## src/rtl/cpu_ctrl_pkg.sv

```systemverilog
// rtl/cpu_ctrl_pkg.sv - shared constants and types for the CPU control sequencer
package cpu_ctrl_pkg;

  // IR field bit positions
  localparam int IR_OPC_MSB = 31;
  localparam int IR_OPC_LSB = 27;
  localparam int IR_RA_MSB  = 26;
  localparam int IR_RA_LSB  = 23;
  localparam int IR_RB_MSB  = 22;
  localparam int IR_RB_LSB  = 19;
  localparam int IR_RC_MSB  = 18;
  localparam int IR_RC_LSB  = 15;
  localparam int IR_C_MSB   = 18;
  localparam int IR_C_LSB   = 0;

  // Opcodes
  localparam logic [4:0] OP_LD   = 5'b00000;
  localparam logic [4:0] OP_LDI  = 5'b00001;
  localparam logic [4:0] OP_ST   = 5'b00010;
  localparam logic [4:0] OP_ADD  = 5'b00011;
  localparam logic [4:0] OP_SUB  = 5'b00100;
  localparam logic [4:0] OP_AND  = 5'b00101;
  localparam logic [4:0] OP_OR   = 5'b00110;
  localparam logic [4:0] OP_SHR  = 5'b00111;
  localparam logic [4:0] OP_SHL  = 5'b01000;
  localparam logic [4:0] OP_ADDI = 5'b01001;
  localparam logic [4:0] OP_ANDI = 5'b01010;
  localparam logic [4:0] OP_ORI  = 5'b01011;
  localparam logic [4:0] OP_NOP  = 5'b11010;
  localparam logic [4:0] OP_HALT = 5'b11011;

  // ALU operation encodings
  localparam logic [3:0] ALU_ADD = 4'd0;
  localparam logic [3:0] ALU_SUB = 4'd1;
  localparam logic [3:0] ALU_AND = 4'd2;
  localparam logic [3:0] ALU_OR  = 4'd3;
  localparam logic [3:0] ALU_SHR = 4'd4;
  localparam logic [3:0] ALU_SHL = 4'd5;

  // Sequencer states
  localparam logic [3:0] S_IDLE = 4'd0;
  localparam logic [3:0] S_F0   = 4'd1;
  localparam logic [3:0] S_F1   = 4'd2;
  localparam logic [3:0] S_F2   = 4'd3;
  localparam logic [3:0] S_E3   = 4'd4;
  localparam logic [3:0] S_E4   = 4'd5;
  localparam logic [3:0] S_E5   = 4'd6;
  localparam logic [3:0] S_E6   = 4'd7;
  localparam logic [3:0] S_E7   = 4'd8;
  localparam logic [3:0] S_HALT = 4'd9;

  typedef enum logic [2:0] {
    CLS_RTYPE,
    CLS_ITYPE,
    CLS_LD,
    CLS_LDI,
    CLS_ST,
    CLS_NOP,
    CLS_HALT,
    CLS_ILLEGAL
  } instr_class_e;

  // One registered control word driving the datapath
  typedef struct packed {
    logic       pc_out;
    logic       zlow_out;
    logic       mdr_out;
    logic       r_out;
    logic       ba_out;
    logic       c_out;
    logic       pc_in;
    logic       ir_in;
    logic       mar_in;
    logic       mdr_in;
    logic       y_in;
    logic       z_in;
    logic       r_in;
    logic       gra;
    logic       grb;
    logic       grc;
    logic       inc_pc;
    logic       read;
    logic       write;
    logic       run;
    logic [3:0] alu_op;
  } ctrl_t;

endpackage

```

## src/rtl/cpu_opcode_decoder.sv

```systemverilog
// rtl/cpu_opcode_decoder.sv - combinational opcode to instruction class and ALU op
module cpu_opcode_decoder
  import cpu_ctrl_pkg::*;
#(
  parameter int OPC_W = 5
) (
  input  logic [OPC_W-1:0] i_opcode,
  output instr_class_e     o_class,
  output logic [3:0]       o_alu_op
);

  // Classify the opcode; address-forming classes (ld/ldi/st) always add
  always_comb begin
    o_class  = CLS_ILLEGAL;
    o_alu_op = ALU_ADD;
    case (i_opcode)
      OP_LD:   o_class = CLS_LD;
      OP_LDI:  o_class = CLS_LDI;
      OP_ST:   o_class = CLS_ST;
      OP_ADD:  begin o_class = CLS_RTYPE; o_alu_op = ALU_ADD; end
      OP_SUB:  begin o_class = CLS_RTYPE; o_alu_op = ALU_SUB; end
      OP_AND:  begin o_class = CLS_RTYPE; o_alu_op = ALU_AND; end
      OP_OR:   begin o_class = CLS_RTYPE; o_alu_op = ALU_OR;  end
      OP_SHR:  begin o_class = CLS_RTYPE; o_alu_op = ALU_SHR; end
      OP_SHL:  begin o_class = CLS_RTYPE; o_alu_op = ALU_SHL; end
      OP_ADDI: begin o_class = CLS_ITYPE; o_alu_op = ALU_ADD; end
      OP_ANDI: begin o_class = CLS_ITYPE; o_alu_op = ALU_AND; end
      OP_ORI:  begin o_class = CLS_ITYPE; o_alu_op = ALU_OR;  end
      OP_NOP:  o_class = CLS_NOP;
      OP_HALT: o_class = CLS_HALT;
      default: o_class = CLS_ILLEGAL;
    endcase
  end

endmodule

```

## src/rtl/cpu_control_sequencer.sv

```systemverilog
// rtl/cpu_control_sequencer.sv - hardwired fetch/decode/execute sequencer for the single-bus CPU
module cpu_control_sequencer
  import cpu_ctrl_pkg::*;
#(
  parameter int OPC_W           = 5,
  parameter bit HALT_ON_ILLEGAL = 1'b1
) (
  input  logic        clk,
  input  logic        reset,
  input  logic        start,
  input  logic [31:0] ir,
  input  logic        mem_ready,
  output logic        pc_out,
  output logic        zlow_out,
  output logic        mdr_out,
  output logic        r_out,
  output logic        ba_out,
  output logic        c_out,
  output logic        pc_in,
  output logic        ir_in,
  output logic        mar_in,
  output logic        mdr_in,
  output logic        y_in,
  output logic        z_in,
  output logic        r_in,
  output logic        gra,
  output logic        grb,
  output logic        grc,
  output logic        inc_pc,
  output logic [3:0]  alu_op,
  output logic        read,
  output logic        write,
  output logic        run,
  output logic        illegal
);

  logic [3:0]   r_state;
  logic [3:0]   w_nxt;
  ctrl_t        r_ctrl;
  ctrl_t        w_ctrl;
  logic         r_illegal;
  instr_class_e w_class;
  logic [3:0]   w_alu_op;
  logic         w_ldst;
  logic         w_unused_ir;

  // Operand fields are consumed by the datapath, not by the sequencer
  assign w_unused_ir = ^{ir[IR_RA_MSB:IR_RA_LSB], ir[IR_RB_MSB:IR_RB_LSB],
                         ir[IR_RC_MSB:IR_RC_LSB], ir[IR_C_MSB:IR_C_LSB]};

  // ir must already hold the fetched instruction at the F2->E3 edge, because
  // E3's control word is registered off that edge.
  cpu_opcode_decoder #(
    .OPC_W (OPC_W)
  ) u_dec (
    .i_opcode (ir[IR_OPC_MSB -: OPC_W]),
    .o_class  (w_class),
    .o_alu_op (w_alu_op)
  );

  assign w_ldst = (w_class == CLS_LD) || (w_class == CLS_ST);

  // Next-state selection; mem_ready only matters in the three wait states
  always_comb begin
    w_nxt = r_state;
    case (r_state)
      S_IDLE: if (start) w_nxt = S_F0;
      S_F0:   w_nxt = S_F1;
      S_F1:   if (mem_ready) w_nxt = S_F2;
      S_F2:   w_nxt = S_E3;
      S_E3: begin
        case (w_class)
          CLS_NOP:     w_nxt = S_F0;
          CLS_HALT:    w_nxt = S_HALT;
          CLS_ILLEGAL: w_nxt = HALT_ON_ILLEGAL ? S_HALT : S_F0;
          default:     w_nxt = S_E4;
        endcase
      end
      S_E4:   w_nxt = S_E5;
      S_E5:   w_nxt = w_ldst ? S_E6 : S_F0;
      S_E6:   if ((w_class == CLS_ST) || mem_ready) w_nxt = S_E7;
      S_E7:   if ((w_class == CLS_LD) || mem_ready) w_nxt = S_F0;
      S_HALT: w_nxt = S_HALT;
      default: w_nxt = S_IDLE;
    endcase
  end

  // Control word for the state being entered, so outputs come straight from flops
  always_comb begin
    w_ctrl = '0;
    case (w_nxt)
      S_F0: begin
        w_ctrl.pc_out = 1'b1;
        w_ctrl.mar_in = 1'b1;
        w_ctrl.inc_pc = 1'b1;
        w_ctrl.z_in   = 1'b1;
      end
      S_F1: begin
        w_ctrl.read   = 1'b1;
        w_ctrl.mdr_in = 1'b1;
        // PC update happens once, on entry; the rest of F1 just waits on memory
        if (r_state != S_F1) begin
          w_ctrl.zlow_out = 1'b1;
          w_ctrl.pc_in    = 1'b1;
        end
      end
      S_F2: begin
        w_ctrl.mdr_out = 1'b1;
        w_ctrl.ir_in   = 1'b1;
      end
      S_E3: begin
        case (w_class)
          CLS_RTYPE, CLS_ITYPE: begin
            w_ctrl.grb   = 1'b1;
            w_ctrl.r_out = 1'b1;
            w_ctrl.y_in  = 1'b1;
          end
          CLS_LD, CLS_LDI, CLS_ST: begin
            w_ctrl.grb    = 1'b1;
            w_ctrl.ba_out = 1'b1;
            w_ctrl.y_in   = 1'b1;
          end
          default: ;
        endcase
      end
      S_E4: begin
        w_ctrl.z_in   = 1'b1;
        w_ctrl.alu_op = w_alu_op;
        if (w_class == CLS_RTYPE) begin
          w_ctrl.grc   = 1'b1;
          w_ctrl.r_out = 1'b1;
        end else begin
          w_ctrl.c_out = 1'b1;
        end
      end
      S_E5: begin
        w_ctrl.zlow_out = 1'b1;
        if (w_ldst) begin
          w_ctrl.mar_in = 1'b1;
        end else begin
          w_ctrl.gra  = 1'b1;
          w_ctrl.r_in = 1'b1;
        end
      end
      S_E6: begin
        w_ctrl.mdr_in = 1'b1;
        // Store loads MDR from the bus (read low); load waits on memory
        if (w_class == CLS_LD) begin
          w_ctrl.read = 1'b1;
        end else begin
          w_ctrl.gra   = 1'b1;
          w_ctrl.r_out = 1'b1;
        end
      end
      S_E7: begin
        if (w_class == CLS_LD) begin
          w_ctrl.mdr_out = 1'b1;
          w_ctrl.gra     = 1'b1;
          w_ctrl.r_in    = 1'b1;
        end else begin
          w_ctrl.write = 1'b1;
        end
      end
      default: ;
    endcase
    w_ctrl.run = (w_nxt != S_IDLE) && (w_nxt != S_HALT);
  end

  // State, control word and sticky illegal flag; reset drops every strobe at once
  always_ff @(posedge clk or negedge reset) begin
    if (!reset) begin
      r_state   <= S_IDLE;
      r_ctrl    <= '0;
      r_illegal <= 1'b0;
    end else begin
      r_state <= w_nxt;
      r_ctrl  <= w_ctrl;
      if ((r_state == S_F2) && (w_class == CLS_ILLEGAL)) begin
        r_illegal <= 1'b1;
      end
    end
  end

  assign pc_out   = r_ctrl.pc_out;
  assign zlow_out = r_ctrl.zlow_out;
  assign mdr_out  = r_ctrl.mdr_out;
  assign r_out    = r_ctrl.r_out;
  assign ba_out   = r_ctrl.ba_out;
  assign c_out    = r_ctrl.c_out;
  assign pc_in    = r_ctrl.pc_in;
  assign ir_in    = r_ctrl.ir_in;
  assign mar_in   = r_ctrl.mar_in;
  assign mdr_in   = r_ctrl.mdr_in;
  assign y_in     = r_ctrl.y_in;
  assign z_in     = r_ctrl.z_in;
  assign r_in     = r_ctrl.r_in;
  assign gra      = r_ctrl.gra;
  assign grb      = r_ctrl.grb;
  assign grc      = r_ctrl.grc;
  assign inc_pc   = r_ctrl.inc_pc;
  assign alu_op   = r_ctrl.alu_op;
  assign read     = r_ctrl.read;
  assign write    = r_ctrl.write;
  assign run      = r_ctrl.run;
  assign illegal  = r_illegal;

  // Single bus source per cycle, and never read and write together
  a_bus_single: assert property (@(posedge clk) disable iff (!reset)
    $onehot0({pc_out, zlow_out, mdr_out, r_out, ba_out, c_out}) && !(read && write));

endmodule
```

## config.mk

```make
export PLATFORM = sky130hd
export DESIGN_NAME = cpu_control_sequencer
export DESIGN_NICKNAME = d
export VERILOG_FILES = /design/src/rtl/cpu_ctrl_pkg.sv /design/src/rtl/cpu_opcode_decoder.sv /design/src/rtl/cpu_control_sequencer.sv
export SDC_FILE = /design/constraint.sdc
export NUM_CORES = 1
export LEC_CHECK = 0
export BUFFER_PORTS_ARGS = -buffer_cell sky130_fd_sc_hd__buf_2
export CAP_MARGIN = 15
export CORE_AREA = 2 2 56 58
export CTS_BUF_LIST = sky130_fd_sc_hd__clkbuf_4
export DETAILED_ROUTE_END_ITERATION = 8
export DIE_AREA = 0 0 58 60
export HOLD_SLACK_MARGIN = 0.02
export PLACE_DENSITY = 0.82
export SLEW_MARGIN = 15
export SYNTH_ARGS = -nofsm -noshare
export SYNTH_HDL_FRONTEND = slang
export SYNTH_SLANG_ARGS = --single-unit
export TNS_END_PERCENT = 30
```

## constraint.sdc

```tcl
create_clock -name clk -period 2.3 [get_ports clk]
set_input_delay 0.46 -clock clk [delete_from_list [all_inputs] [get_ports clk]]
set_output_delay 0.46 -clock clk [all_outputs]
set_load 0.01 [all_outputs]
```

==> reports/summary.json, run 1 <==
{
  "final_min_period_over_clock_period": {"value": 0.766},
  "core-area": {"value": 2900, "unit": "µm²"},
  "post_cts_resize_count": {"value": 0},
  "placement_rows": {"value": 20},
  "cts_tree": {"value": "done"},
  "seq_area_frac_synth": {"value": 0.486},
  "max_slew.worst_pin.slew": {"value": 0.535, "unit": "ns"},
  "worst_ir_drop_vdd": {"value": 0.553, "unit": "mV"},
  "post-layout-total-power": {"value": 0.00153, "unit": "W"},
  "yosys_warnings": {"value": 0},
  "outcome": {"value": "completed"},
  "fmaxAchievable": {"value": 567, "unit": "MHz"},
  "met3RoutedLength": {"value": 128, "unit": "µm"},
  "grt_setup_unrepaired": {"value": "false"},
  "post_synthesis_cell_count": {"value": 130},
  "crit_path_max_fanout": {"value": 10},
  "slowest_cp_cell": {"value": "sky130_fd_sc_hd__dfrtp_1"},
  "required": {"value": 2.53, "unit": "ns"},
  "routabilityCongestion": {"value": 0.852},
  "clk-insertion-delay-late": {"value": 0.32, "unit": "ns"},
  "setup_tns_final": {"value": 0, "unit": "ns"},
  "whs": {"value": 0.0998, "unit": "ns"},
  "synth-seq-cells": {"value": 26},
  "route.met2.wl": {"value": 1.23, "unit": "mm"},
  "cts_root_buf": {"value": "sky130_fd_sc_hd__clkbuf_4"},
  "die_area": {"value": 3480, "unit": "µm²"},
  "place.port_buffers": {"value": 32},
  "htreeDepth": {"value": 1},
  "cp.depth": {"value": 5},
  "post_drt_via_cell_ratio": {"value": 5.46},
  "ys_types": {"value": 44},
  "clock_transition_at_the_register_clock_pins_on_the_worst_setup_and_hold_paths_after_cts": {"value": 0.13, "unit": "ns"},
  "placement.cell_area": {"value": 1490, "unit": "µm²"},
  "antenna-diode-count": {"value": 0},
  "drt_iter0_drc": {"value": 27},
  "first_global_vias": {"value": 899},
  "dr_total_vias": {"value": 1037},
  "layout_min_cycle_time": {"value": 1.76, "unit": "ns"},
  "critical_path_buf_inv_count": {"value": 0},
  "top_layer_used": {"value": "met4"},
  "dp_hpwl": {"value": 1.89, "unit": "mm"},
  "cts.sink_count": {"value": 26},
  "critical-path-top-delay-family": {"value": "simple AND/OR/NAND/NOR gates"},
  "synthFlopType": {"value": "sky130_fd_sc_hd__dfrtp_1"},
  "initial_core_util": {"value": 0.461},
  "die_x": {"value": 58, "unit": "µm"},
  "cell_internal_pwr": {"value": 0.000925, "unit": "W"},
  "cts_made_buffers": {"value": 3},
  "p_sw_frac": {"value": 0.395},
  "postRouteAntennaNets": {"value": 0},
  "async_reset_ff_frac": {"value": 1.00},
  "edff_count_synth": {"value": 0},
  "drt_pre_antenna_iters": {"value": 4},
  "worstRegToRegCells": {"value": 5},
  "worst_setup_path_end_kind": {"value": "flop"},
  "wl_met1": {"value": 1.05, "unit": "mm"},
  "p_leak": {"value": 0.748, "unit": "nW"},
  "total_switching_power": {"value": 0.000605, "unit": "W"},
  "largest_reg_flops": {"value": 4},
  "critical_path_max_stage_delay": {"value": 0.51, "unit": "ns"},
  "max-cap-violations": {"value": 0},
  "crit_path_start_kind": {"value": "flop"},
  "syn2layout_area_growth": {"value": 13.0, "unit": "%"},
  "cts-root-to-sink-buffers": {"value": 2},
  "post_cts_buffers": {"value": 0},
  "drc_errors": {"value": 0},
  "drt_wl_total": {"value": 2.47, "unit": "mm"},
  "final_setup_fails": {"value": 0},
  "die-height": {"value": 60, "unit": "µm"},
  "grt_start_max_net_pins": {"value": 27},
  "ios": {"value": 61},
  "clock_network_fraction_of_design_power": {"value": 0.126},
  "max_flop_register": {"value": "r_state"},
  "power.density_cell_area": {"value": 1010, "unit": "nW/µm²"},
  "clock-skew-final": {"value": 0.00654, "unit": "ns"},
  "grt_first_pass_wirelength": {"value": 4.01, "unit": "mm"},
  "drv_slew": {"value": 0},
  "cts_hold_repair.buffers": {"value": 0},
  "post_synth.cell_area_avg": {"value": 10.3, "unit": "µm²"},
  "antenna_found_initial": {"value": 0},
  "drive_above_1_share": {"value": 0.325},
  "postLayoutCoreUtil": {"value": 0.521},
  "stdcell_area": {"value": 1510, "unit": "µm²"},
  "nets": {"value": 194},
  "hp_class": {"value": "primary input to asynchronous set/reset pin"},
  "path_cells": {"value": "and2b_1, nand3_2, o32a_4, and2b_4, a31o_1"},
  "post_synth_instance_area": {"value": 1340, "unit": "µm²"},
  "final_hold_viol_count": {"value": 0},
  "worstSetupPathType": {"value": "flop to flop"},
  "grt.total_usage": {"value": 0.155},
  "critical_path_arrival": {"value": 1.99, "unit": "ns"},
  "timing.max_slew.rel_slack": {"value": 0.643},
  "syn_nets": {"value": 166},
  "seq_power_share": {"value": 0.438},
  "wl_per_cell": {"value": 13.0, "unit": "µm"},
  "grt_overflow": {"value": 0},
  "pwr-share-comb": {"value": 0.436}
}
## metal layers
| metal | global-route usage | vias to the layer above |
|---|---|---|
| li1 | - | 510 |
| met1 | 0.199 | 494 |
| met2 | 0.244 | 29 |
| met3 | 0.0260 | 4 |
| met4 | 0.0963 | 0 |
| met5 | 0 | - |
## layout by cell type (no fill, tap or decap), types with 2 or more instances in the layout
cell type and count:
sky130_fd_sc_hd__a21o_1 2, sky130_fd_sc_hd__nand2b_1 2, sky130_fd_sc_hd__nor3_1 2, sky130_fd_sc_hd__nand3b_1 3, sky130_fd_sc_hd__nor3b_1 2, sky130_fd_sc_hd__a22oi_1 2, sky130_fd_sc_hd__nor2b_1 2, sky130_fd_sc_hd__dfrtp_1 26
sky130_fd_sc_hd__a31oi_1 3, sky130_fd_sc_hd__nor2_1 14, sky130_fd_sc_hd__clkbuf_4 3, sky130_fd_sc_hd__buf_2 32, sky130_fd_sc_hd__o21ai_0 3, sky130_fd_sc_hd__o21bai_1 3, sky130_fd_sc_hd__a21oi_1 11, sky130_fd_sc_hd__and2b_1 2
sky130_fd_sc_hd__nand3_1 3, sky130_fd_sc_hd__inv_1 4, sky130_fd_sc_hd__nand2_1 12, sky130_fd_sc_hd__nand3_2 2
## through the flow
step	setup WS (ns)	cells
after global placement	0.403	186
after floorplan	0.542	130
after global routing	0.451	190
final	0.537	190
after detailed placement	0.381	186
after CTS	0.552	190
## worst paths after layout
path | from | endpoint | slack, ns
setup / recovery | r_state[3]$_DFF_PN0_ | mdr_in$_DFF_PN0_ | 0.54
hold / removal | reset | mdr_out$_DFF_PN0_ | 0.1
setup reg to reg | r_state[3]$_DFF_PN0_ | mdr_in$_DFF_PN0_ | 0.54
hold reg to reg | illegal$_DFFE_PN0P_ | illegal$_DFFE_PN0P_ | 0.49
max in group asynchronous | reset | ir_in$_DFF_PN0_ | 1.85
min in group clk | ir[27] | ba_out$_DFF_PN0_ | 0.45
## synthesized netlist by cell type, drive strengths merged (2+ instances only)
cell type,count,share of area
nand3b,3,0.017
nor2b,2,0.0093
inv,4,0.011
o21ai,3,0.011
a21oi,12,0.048
a22oi,2,0.011
and2b,3,0.019
o21bai,3,0.017
nor2,14,0.039
a31oi,3,0.014
nor3b,2,0.011
nand3,5,0.026
a21o,2,0.011
nand2b,2,0.0093
and2,2,0.011
buf,8,0.037
a31o,2,0.020
nor3,4,0.027
dfrtp,26,0.49
nand2,13,0.038
## power groups by stage
stage,clock (W),combinational [W],sequential (W)
after floorplan,0,0.000501,0.000675
after global placement,0,0.000646,0.000675
after detailed placement,0,0.000671,0.000679
final,0.000192,0.000668,0.000670
after CTS,0.000199,0.000673,0.000668
after global routing,0.000219,0.000735,0.000689
## cell families (layout without fill, tap and decap cells)
kind of cell	count (synthesis)	count (layout)	synth area share
AOI/OAI and AO/OA	35	35	0.211
other	1	1	0.00280
DFF	26	26	0.486
and+or+nand+nor	55	55	0.249
buffers and inverters	13	40	0.0514
## cell type report
type	instances	area, µm²
Timing Repair Buffer	32	160
Fill cell	248	1390
Tap cell	33	41.3
Inverter	4	15.0
Multi-Input combinational cell	91	619
Clock inverter	1	3.75
Clock buffer	3	22.5
Sequential cell	26	651
(Power assumes the default switching activity.)
==> run 2: changes to the inputs <==
==> constraint.sdc (replaced) <==
create_clock -name clk -period 1.8 [get_ports clk]
set_input_delay 0.36 -clock clk [delete_from_list [all_inputs] [get_ports clk]]
set_output_delay 0.36 -clock clk [all_outputs]
set_load 0.01 [all_outputs]
==> reports/summary.json, run 2 (synthesized netlist as in run 1, its figures left out) <==
{
  "layout.cells.most_common_list": {"value": "32 x sky130_fd_sc_hd__buf_2, 24 x sky130_fd_sc_hd__dfrtp_1, 14 x sky130_fd_sc_hd__nor2_1"},
  "cts_root_buf": {"value": "sky130_fd_sc_hd__clkbuf_4"},
  "post_drt_via_cell_ratio": {"value": 5.41, "change": "-0.89%"},
  "routabilityCongestion": {"value": 0.903, "change": "+6.0%"},
  "final_min_period_over_clock_period": {"value": 0.952, "change": "+0.185"},
  "nets": {"value": 202, "change": "+4.1%"},
  "setup_tns_final": {"value": 0, "unit": "ns", "change": "unchanged"},
  "multi_input_area": {"value": 626, "unit": "µm²", "change": "+1.0%"},
  "grt_setup_unrepaired": {"value": "false"},
  "htreeDepth": {"value": 1, "change": "unchanged"},
  "final_critical_path_setup_slack": {"value": 0.0872, "unit": "ns", "change": "-0.450 ns"},
  "drv_slew": {"value": 0, "change": "unchanged"},
  "placement_rows": {"value": 20, "change": "unchanged"},
  "timing.max_slew.rel_slack": {"value": 0.622, "change": "-0.0207"},
  "max_flop_register": {"value": "r_state"},
  "wl_per_cell": {"value": 13.7, "unit": "µm", "change": "+5.6%"},
  "layout_commonest_cell": {"value": "sky130_fd_sc_hd__buf_2"},
  "crit_path_max_fanout": {"value": 7, "change": "-3"},
  "dr_total_vias": {"value": 1071, "change": "+3.3%"},
  "critical-path-top-delay-family": {"value": "compound AO/OA/AOI/OAI gates"},
  "cts_tree": {"value": "done"},
  "final_setup_fails": {"value": 0, "change": "unchanged"},
  "slowest_cp_cell": {"value": "sky130_fd_sc_hd__dfrtp_1"},
  "worstSetupPathType": {"value": "flop to flop"},
  "power.density_cell_area": {"value": 1300, "unit": "nW/µm²", "change": "+28%"},
  "antenna-diode-count": {"value": 0, "change": "unchanged"},
  "outcome": {"value": "completed"},
  "max_slew.worst_pin.slew": {"value": 0.567, "unit": "ns", "change": "+0.0311 ns"},
  "detailedPlace.worstSlack": {"value": 0.0293, "unit": "ns", "change": "-0.351 ns"},
  "crit_path_start_kind": {"value": "flop"},
  "post-layout-total-power": {"value": 0.00205, "unit": "W", "change": "+34%"},
  "postRouteAntennaNets": {"value": 0, "change": "unchanged"},
  "grt.total_usage": {"value": 0.168, "change": "+0.0138"},
  "max-cap-violations": {"value": 0, "change": "unchanged"},
  "cp.depth": {"value": 5, "change": "unchanged"},
  "die_x": {"value": 58, "unit": "µm", "change": "unchanged"},
  "cts_made_buffers": {"value": 3, "change": "unchanged"},
  "layout.filler_cells": {"value": 259, "change": "+4.4%"},
  "critical_path_arrival": {"value": 1.93, "unit": "ns", "change": "-0.06 ns"},
  "cts-root-to-sink-buffers": {"value": 2, "change": "unchanged"},
  "clk-insertion-delay-late": {"value": 0.32, "unit": "ns", "change": "about the same"},
  "required": {"value": 2.02, "unit": "ns", "change": "-0.51 ns"},
  "post_cts_buffers": {"value": 0, "change": "unchanged"},
  "core-area": {"value": 2900, "unit": "µm²", "change": "unchanged"},
  "drt_wl_total": {"value": 2.72, "unit": "mm", "change": "+10%"},
  "ios": {"value": 61, "change": "unchanged"},
  "clock-skew-final": {"value": 0.00637, "unit": "ns", "change": "-0.000170 ns"},
  "syn2layout_area_growth": {"value": 18.1, "unit": "%"},
  "drt_pre_antenna_iters": {"value": 4, "change": "unchanged"},
  "place.port_buffers": {"value": 32, "change": "unchanged"},
  "path_cells": {"value": "nor2_1, nand3b_1, o32a_4, and2b_4, a31o_1"},
  "worst_ir_drop_vdd": {"value": 0.819, "unit": "mV", "change": "+48%"},
  "drive_above_1_share": {"value": 0.376, "change": "+0.0509"},
  "critical_path_max_stage_delay": {"value": 0.50, "unit": "ns", "change": "about the same"},
  "placedCellCount": {"value": 194, "change": "+4.3%"},
  "hp_class": {"value": "primary input to asynchronous set/reset pin"},
  "largest_reg_flops": {"value": 4, "change": "unchanged"},
  "critical_path_buf_inv_count": {"value": 0, "change": "unchanged"},
  "die_area": {"value": 3480, "unit": "µm²", "change": "unchanged"},
  "worstRegToRegCells": {"value": 5, "change": "unchanged"},
  "postLayoutCoreUtil": {"value": 0.545, "change": "+0.0237"},
  "drt_iter0_drc": {"value": 21, "change": "-22%"},
  "finish.cell_count_without_fillers": {"value": 198, "change": "+4.2%"},
  "drc_errors": {"value": 0, "change": "unchanged"},
  "p_leak": {"value": 0.787, "unit": "nW", "change": "+5.2%"},
  "grt_start_max_net_pins": {"value": 27, "change": "unchanged"},
  "clock_transition_at_the_register_clock_pins_on_the_worst_setup_and_hold_paths_after_cts": {"value": 0.14, "unit": "ns", "change": "about the same"},
  "fmaxAchievable": {"value": 584, "unit": "MHz", "change": "+2.9%"},
  "layout.area.seq": {"value": 653, "unit": "µm²", "change": "+0.38%"},
  "cts.sink_count": {"value": 26, "change": "unchanged"},
  "final_hold_viol_count": {"value": 0, "change": "unchanged"},
  "die-height": {"value": 60, "unit": "µm", "change": "unchanged"},
  "first_global_vias": {"value": 977, "change": "+8.7%"},
  "dp_hpwl": {"value": 2.09, "unit": "mm", "change": "+10%"},
  "grt_overflow": {"value": 0, "change": "unchanged"},
  "initial_core_util": {"value": 0.461, "change": "unchanged"},
  "grt_first_pass_wirelength": {"value": 4.49, "unit": "mm", "change": "+12%"},
  "antenna_found_initial": {"value": 0, "change": "unchanged"},
  "layout_min_cycle_time": {"value": 1.71, "unit": "ns", "change": "-0.0500 ns"},
  "worst_setup_path_end_kind": {"value": "flop"}
}
==> run 2: metal layers <==
| layer | GRT usage | up-vias | share of wire |
|---|---|---|---|
| met3 | 0.0260 | 4 | 0.037 |
| met5 | 0 | - | 0 |
| met4 | 0.0532 | 0 | 0.018 |
| met1 | 0.218 | 521 | 0.43 |
| li1 | - | 523 | - |
| met2 | 0.291 | 23 | 0.51 |
==> run 2: path summary, 6_finish.rpt <==
check	from	to	slack (ns)
worst min register to register	illegal$_DFFE_PN0P_	illegal$_DFFE_PN0P_	0.50
min in group clk	ir[27]	ba_out$_DFF_PN0_	0.36
worst max-delay path	r_state[2]$_DFF_PN0_	mdr_in$_DFF_PN0_	0.09
max in group asynchronous	reset	r_state[1]$_DFF_PN0_	1.38
worst max register to register	r_state[2]$_DFF_PN0_	mdr_in$_DFF_PN0_	0.09
worst min-delay path	reset	mdr_out$_DFF_PN0_	0.02
==> run 2: per-stage QoR <==
| stage | area (µm²) | hold WS [ns] |
|---|---|---|
| global route | 1580 | 0.0403 |
| floorplan | 1340 | 0.0644 |
| detailed placement | 1550 | 0.388 |
| finish | 1580 | 0.0156 |
| CTS | 1570 | 0.0321 |
| global placement | 1550 | 0.367 |
==> run 2: what timing repair did <==
item / CTS / global route
hold buffers: 0 / 0
gates resized for setup: 0 / 3
endpoints found under the setup margin: 0 / 4
==> run 2: report_power, final <==
part | switching [W] | leakage [nW] | internal [W] | total (W)
registers | 0.000101 | 0.342 | 0.000740 | 0.000842
logic | 0.000536 | 0.430 | 0.000427 | 0.000963
clock network | 0.000167 | 0.0154 | 0.0000811 | 0.000248
total | 0.000804 | 0.787 | 0.00125 | 0.00205
==> run 2: final cells by class <==
cell class,instances,area share
multi-input cells,91,0.396
inverters,4,0.00949
repair buffers,40,0.139
clock inverters,1,0.00237
well taps,33,0.0261
clock buffers,3,0.0142
flip-flops and latches,26,0.413
==> run 2: worst register-to-register path, stage by stage, from the launching register on <==
cell and delay [ns]:
sky130_fd_sc_hd__dfrtp_1 0.50, sky130_fd_sc_hd__nor2_1 0.17, sky130_fd_sc_hd__nand3b_1 0.15, sky130_fd_sc_hd__o32a_4 0.41, sky130_fd_sc_hd__and2b_4 0.19, sky130_fd_sc_hd__a31o_1 0.19
==> run 3: changes to the inputs <==
--- a/config.mk
+++ b/config.mk
@@ -5,14 +5,16 @@
 export SDC_FILE = /design/constraint.sdc
 export NUM_CORES = 1
 export LEC_CHECK = 0
+export ABC_AREA = 1
 export BUFFER_PORTS_ARGS = -buffer_cell sky130_fd_sc_hd__buf_2
 export CAP_MARGIN = 15
-export CORE_AREA = 2 2 56 58
+export CORE_AREA = 2 2 55 57
 export CTS_BUF_LIST = sky130_fd_sc_hd__clkbuf_4
 export DETAILED_ROUTE_END_ITERATION = 8
-export DIE_AREA = 0 0 58 60
+export DIE_AREA = 0 0 57 59
 export HOLD_SLACK_MARGIN = 0.02
-export PLACE_DENSITY = 0.82
+export PLACE_DENSITY = 0.81
+export SKIP_CTS_REPAIR_TIMING = 1
 export SLEW_MARGIN = 15
 export SYNTH_ARGS = -nofsm -noshare
 export SYNTH_HDL_FRONTEND = slang
==> reports/summary.json, run 3 <==
{
  "first_global_vias": {"value": 947, "change": "-3.1%"},
  "drt_wl_total": {"value": 2.41, "unit": "mm", "change": "-11%"},
  "post_synth_instance_area": {"value": 1260, "unit": "µm²", "change": "-6.2%"},
  "cts_made_buffers": {"value": 3, "change": "unchanged"},
  "seq_area_frac_synth": {"value": 0.518, "change": "+0.0319"},
  "layout_min_cycle_time": {"value": 1.63, "unit": "ns", "change": "-0.0850 ns"},
  "wl_per_cell": {"value": 10.8, "unit": "µm", "change": "-21%"},
  "grt.total_usage": {"value": 0.154, "change": "-0.0140"},
  "worstSetupPathType": {"value": "flop to flop"},
  "drv_slew": {"value": 0, "change": "unchanged"},
  "syn2layout_area_growth": {"value": 21.7, "unit": "%"},
  "p_leak": {"value": 0.905, "unit": "nW", "change": "+15%"},
  "r2r_slack": {"value": 0.17, "unit": "ns", "change": "+0.08 ns"},
  "worst_ir_drop_vdd": {"value": 0.910, "unit": "mV", "change": "+11%"},
  "post-layout-total-power": {"value": 0.00190, "unit": "W", "change": "-7.3%"},
  "grt_first_pass_wirelength": {"value": 3.97, "unit": "mm", "change": "-12%"},
  "fmaxAchievable": {"value": 614, "unit": "MHz", "change": "+5.2%"},
  "antenna_found_initial": {"value": 0, "change": "unchanged"},
  "cts_root_buf": {"value": "sky130_fd_sc_hd__clkbuf_4"},
  "required": {"value": 2.06, "unit": "ns", "change": "+0.04 ns"},
  "yosys.area.top_type_share": {"value": 0.518, "change": "+0.0319"},
  "final_min_period_over_clock_period": {"value": 0.904, "change": "-0.0472"},
  "max_slew.worst_pin.slew": {"value": 0.530, "unit": "ns", "change": "-0.0365 ns"},
  "cts.sink_count": {"value": 26, "change": "unchanged"},
  "synthFlopType": {"value": "sky130_fd_sc_hd__dfrtp_1"},
  "postLayoutCoreUtil": {"value": 0.564, "change": "+0.0193"},
  "post_synth.cell_area_avg": {"value": 8.32, "unit": "µm²", "change": "-19%"},
  "grt_start_max_net_pins": {"value": 27, "change": "unchanged"},
  "edff_count_synth": {"value": 0, "change": "unchanged"},
  "die_area": {"value": 3360, "unit": "µm²", "change": "-3.4%"},
  "hp_class": {"value": "primary input to asynchronous set/reset pin"},
  "clk-insertion-delay-late": {"value": 0.32, "unit": "ns", "change": "about the same"},
  "htreeDepth": {"value": 1, "change": "unchanged"},
  "critical_path_arrival": {"value": 1.89, "unit": "ns", "change": "-0.04 ns"},
  "syn_nets": {"value": 187, "change": "+13%"},
  "path_cells": {"value": "inv_1, nor2_1, nand3_1, o21ai_0, nor2_1, o2111ai_2, nor2_2, nand3_1, o21ai_1"},
  "drive_above_1_share": {"value": 0.339, "change": "-0.0372"},
  "post_synthesis_cell_count": {"value": 151, "change": "+16%"},
  "async_reset_ff_frac": {"value": 1.00, "change": "unchanged"},
  "core-area": {"value": 2710, "unit": "µm²", "change": "-6.6%"},
  "crit_path_max_fanout": {"value": 5, "change": "-2"},
  "cts-root-to-sink-buffers": {"value": 2, "change": "unchanged"},
  "layout.cells.most_common_list": {"value": "33 x sky130_fd_sc_hd__nand2_1, 32 x sky130_fd_sc_hd__buf_2, 26 x sky130_fd_sc_hd__dfrtp_1"},
  "slowest_cp_cell": {"value": "sky130_fd_sc_hd__dfrtp_1"},
  "max_flop_register": {"value": "r_state"},
  "antenna-diode-count": {"value": 0, "change": "unchanged"},
  "layout_commonest_cell": {"value": "sky130_fd_sc_hd__nand2_1"},
  "power.density_cell_area": {"value": 1240, "unit": "nW/µm²", "change": "-4.1%"},
  "final_setup_fails": {"value": 0, "change": "unchanged"},
  "postRouteAntennaNets": {"value": 0, "change": "unchanged"},
  "critical_path.reg2reg.startpoint": {"value": "r_state[0]$_DFF_PN0_"},
  "synthTopCellsByArea": {"value": "sky130_fd_sc_hd__dfrtp_1 52%, sky130_fd_sc_hd__nand2_1 9.9%, sky130_fd_sc_hd__nand3_1 6.8%"},
  "yosys_warnings": {"value": 0, "change": "unchanged"},
  "synthTopCellsByCount": {"value": "33 x sky130_fd_sc_hd__nand2_1, 26 x sky130_fd_sc_hd__dfrtp_1, 18 x sky130_fd_sc_hd__nor2_1"},
  "drt_pre_antenna_iters": {"value": 4, "change": "unchanged"},
  "drt_iter0_drc": {"value": 26, "change": "+24%"},
  "max-cap-violations": {"value": 0, "change": "unchanged"},
  "failed_checks": {"value": "hold timing"},
  "crit_path_start_kind": {"value": "flop"},
  "ios": {"value": 61, "change": "unchanged"},
  "cts_tree": {"value": "done"},
  "worst_setup_path_end_kind": {"value": "flop"},
  "synth-seq-cells": {"value": 26, "change": "unchanged"},
  "grt_overflow": {"value": 0, "change": "unchanged"},
  "post_drt_via_cell_ratio": {"value": 4.92, "change": "-9.1%"},
  "synthDominantAreaCellType": {"value": "sky130_fd_sc_hd__dfrtp_1"},
  "die-height": {"value": 59, "unit": "µm", "change": "-1.7%"},
  "final_hold_viol_count": {"value": 1, "change": "+1"},
  "drc_errors": {"value": 0, "change": "unchanged"},
  "placement_rows": {"value": 19, "change": "-5.0%"},
  "timing.max_slew.rel_slack": {"value": 0.647, "change": "+0.0244"},
  "whs": {"value": -0.00107, "unit": "ns", "change": "-0.0167 ns"},
  "place.port_buffers": {"value": 32, "change": "unchanged"},
  "worstRegToRegCells": {"value": 9, "change": "+4"},
  "clock-skew-final": {"value": 0.00499, "unit": "ns", "change": "-0.00137 ns"},
  "largest_reg_flops": {"value": 4, "change": "unchanged"},
  "critical_path_max_stage_delay": {"value": 0.45, "unit": "ns", "change": "-0.05 ns"},
  "nets": {"value": 229, "change": "+13%"},
  "die_x": {"value": 57, "unit": "µm", "change": "-1.7%"},
  "routabilityCongestion": {"value": 0.931, "change": "+3.0%"},
  "dr_total_vias": {"value": 1097, "change": "+2.4%"},
  "top_count_cell_post_synth": {"value": "sky130_fd_sc_hd__nand2_1"},
  "clock_transition_at_the_register_clock_pins_on_the_worst_setup_and_hold_paths_after_cts": {"value": 0.13, "unit": "ns", "change": "about the same"},
  "outcome": {"value": "finished, violations left"},
  "timing.rr.end": {"value": "mdr_out$_DFF_PN0_"},
  "dp_hpwl": {"value": 1.92, "unit": "mm", "change": "-8.1%"},
  "initial_core_util": {"value": 0.464, "change": "+0.00232"},
  "ys_types": {"value": 23, "change": "-48%"}
}
[run 3: changes by cell type in the layout (fill, tap and decap cells not counted), sizes merged, moves of 3 or more]
| cell | delta |
|---|---|
| nand3 | +16 |
| and2b | -3 |
| inv | +20 |
| nand3b | -3 |
| nor2 | +9 |
| nand2 | +21 |
| a21oi | -9 |
[run 3: area by class of cell]
type / count / area (µm²)
inverters: 24 / 90.1
fillers: 232 / 1180
clock buffers: 3 / 22.5
flip-flops and latches: 26 / 651
multi-input cells: 98 / 503
repair buffers: 40 / 220
clock inverters: 1 / 3.75
well taps: 31 / 38.8
[run 3: power breakdown]
| part | leakage (nW) | internal [W] | switching, W |
|---|---|---|---|
| clock network | 0.0154 | 0.0000813 | 0.000165 |
| registers | 0.345 | 0.000740 | 0.0000698 |
| logic | 0.545 | 0.000317 | 0.000529 |
| total | 0.905 | 0.00114 | 0.000764 |
[run 3: how the worst max path moves through the flow]
stage | start | end | depth (start not counted)
floorplan | r_state[3]$_DFF_PN0_ | mar_in$_DFF_PN0_ | 12
global placement | ir[27] | mdr_out$_DFF_PN0_ | 10
detailed placement | ir[29] | mdr_out$_DFF_PN0_ | 10
CTS | r_state[3]$_DFF_PN0_ | mar_in$_DFF_PN0_ | 12
global route | r_state[3]$_DFF_PN0_ | mar_in$_DFF_PN0_ | 12
finish | r_state[0]$_DFF_PN0_ | mdr_out$_DFF_PN0_ | 9
[run 3: worst max-delay path: cells and delay by family, from the launching register on]
family                 cells  cell delay, ns
AOI/OAI and AO/OA          3            0.38
buffers and inverters      1            0.14
DFF                        1            0.45
and+or+nand+nor            5            0.60
[run 3: logic make-up (layout without fill, tap and decap cells)]
logic type,count (synthesis),after routing,synth area share
flops,26,26,0.518
buf+inv,27,68,0.0896
simple gates,85,85,0.327
compound gates,12,12,0.0627
other cells,1,1,0.00299
[run 3: per-stage QoR]
step                std cells  setup slack [ns]    TNS, ns  area [µm²]  hold slack [ns]
finish                    223             0.172          0        1530         -0.00107
CTS                       222             0.101          0        1510           0.0262
detailed placement        218         -0.000679  -0.000679        1490            0.382
floorplan                 151             0.348          0        1260           0.0644
global route              223           -0.0337    -0.0580        1530           0.0355
global placement          218            0.0404          0        1490            0.369
[run 3: routing by layer]
layer / up-vias / GRT usage / part of all wire
met5: - / 0 / 0
li1: 561 / - / -
met2: 35 / 0.256 / 0.49
met3: 5 / 0.0197 / 0.049
met1: 496 / 0.204 / 0.44
met4: 0 / 0.0698 / 0.018
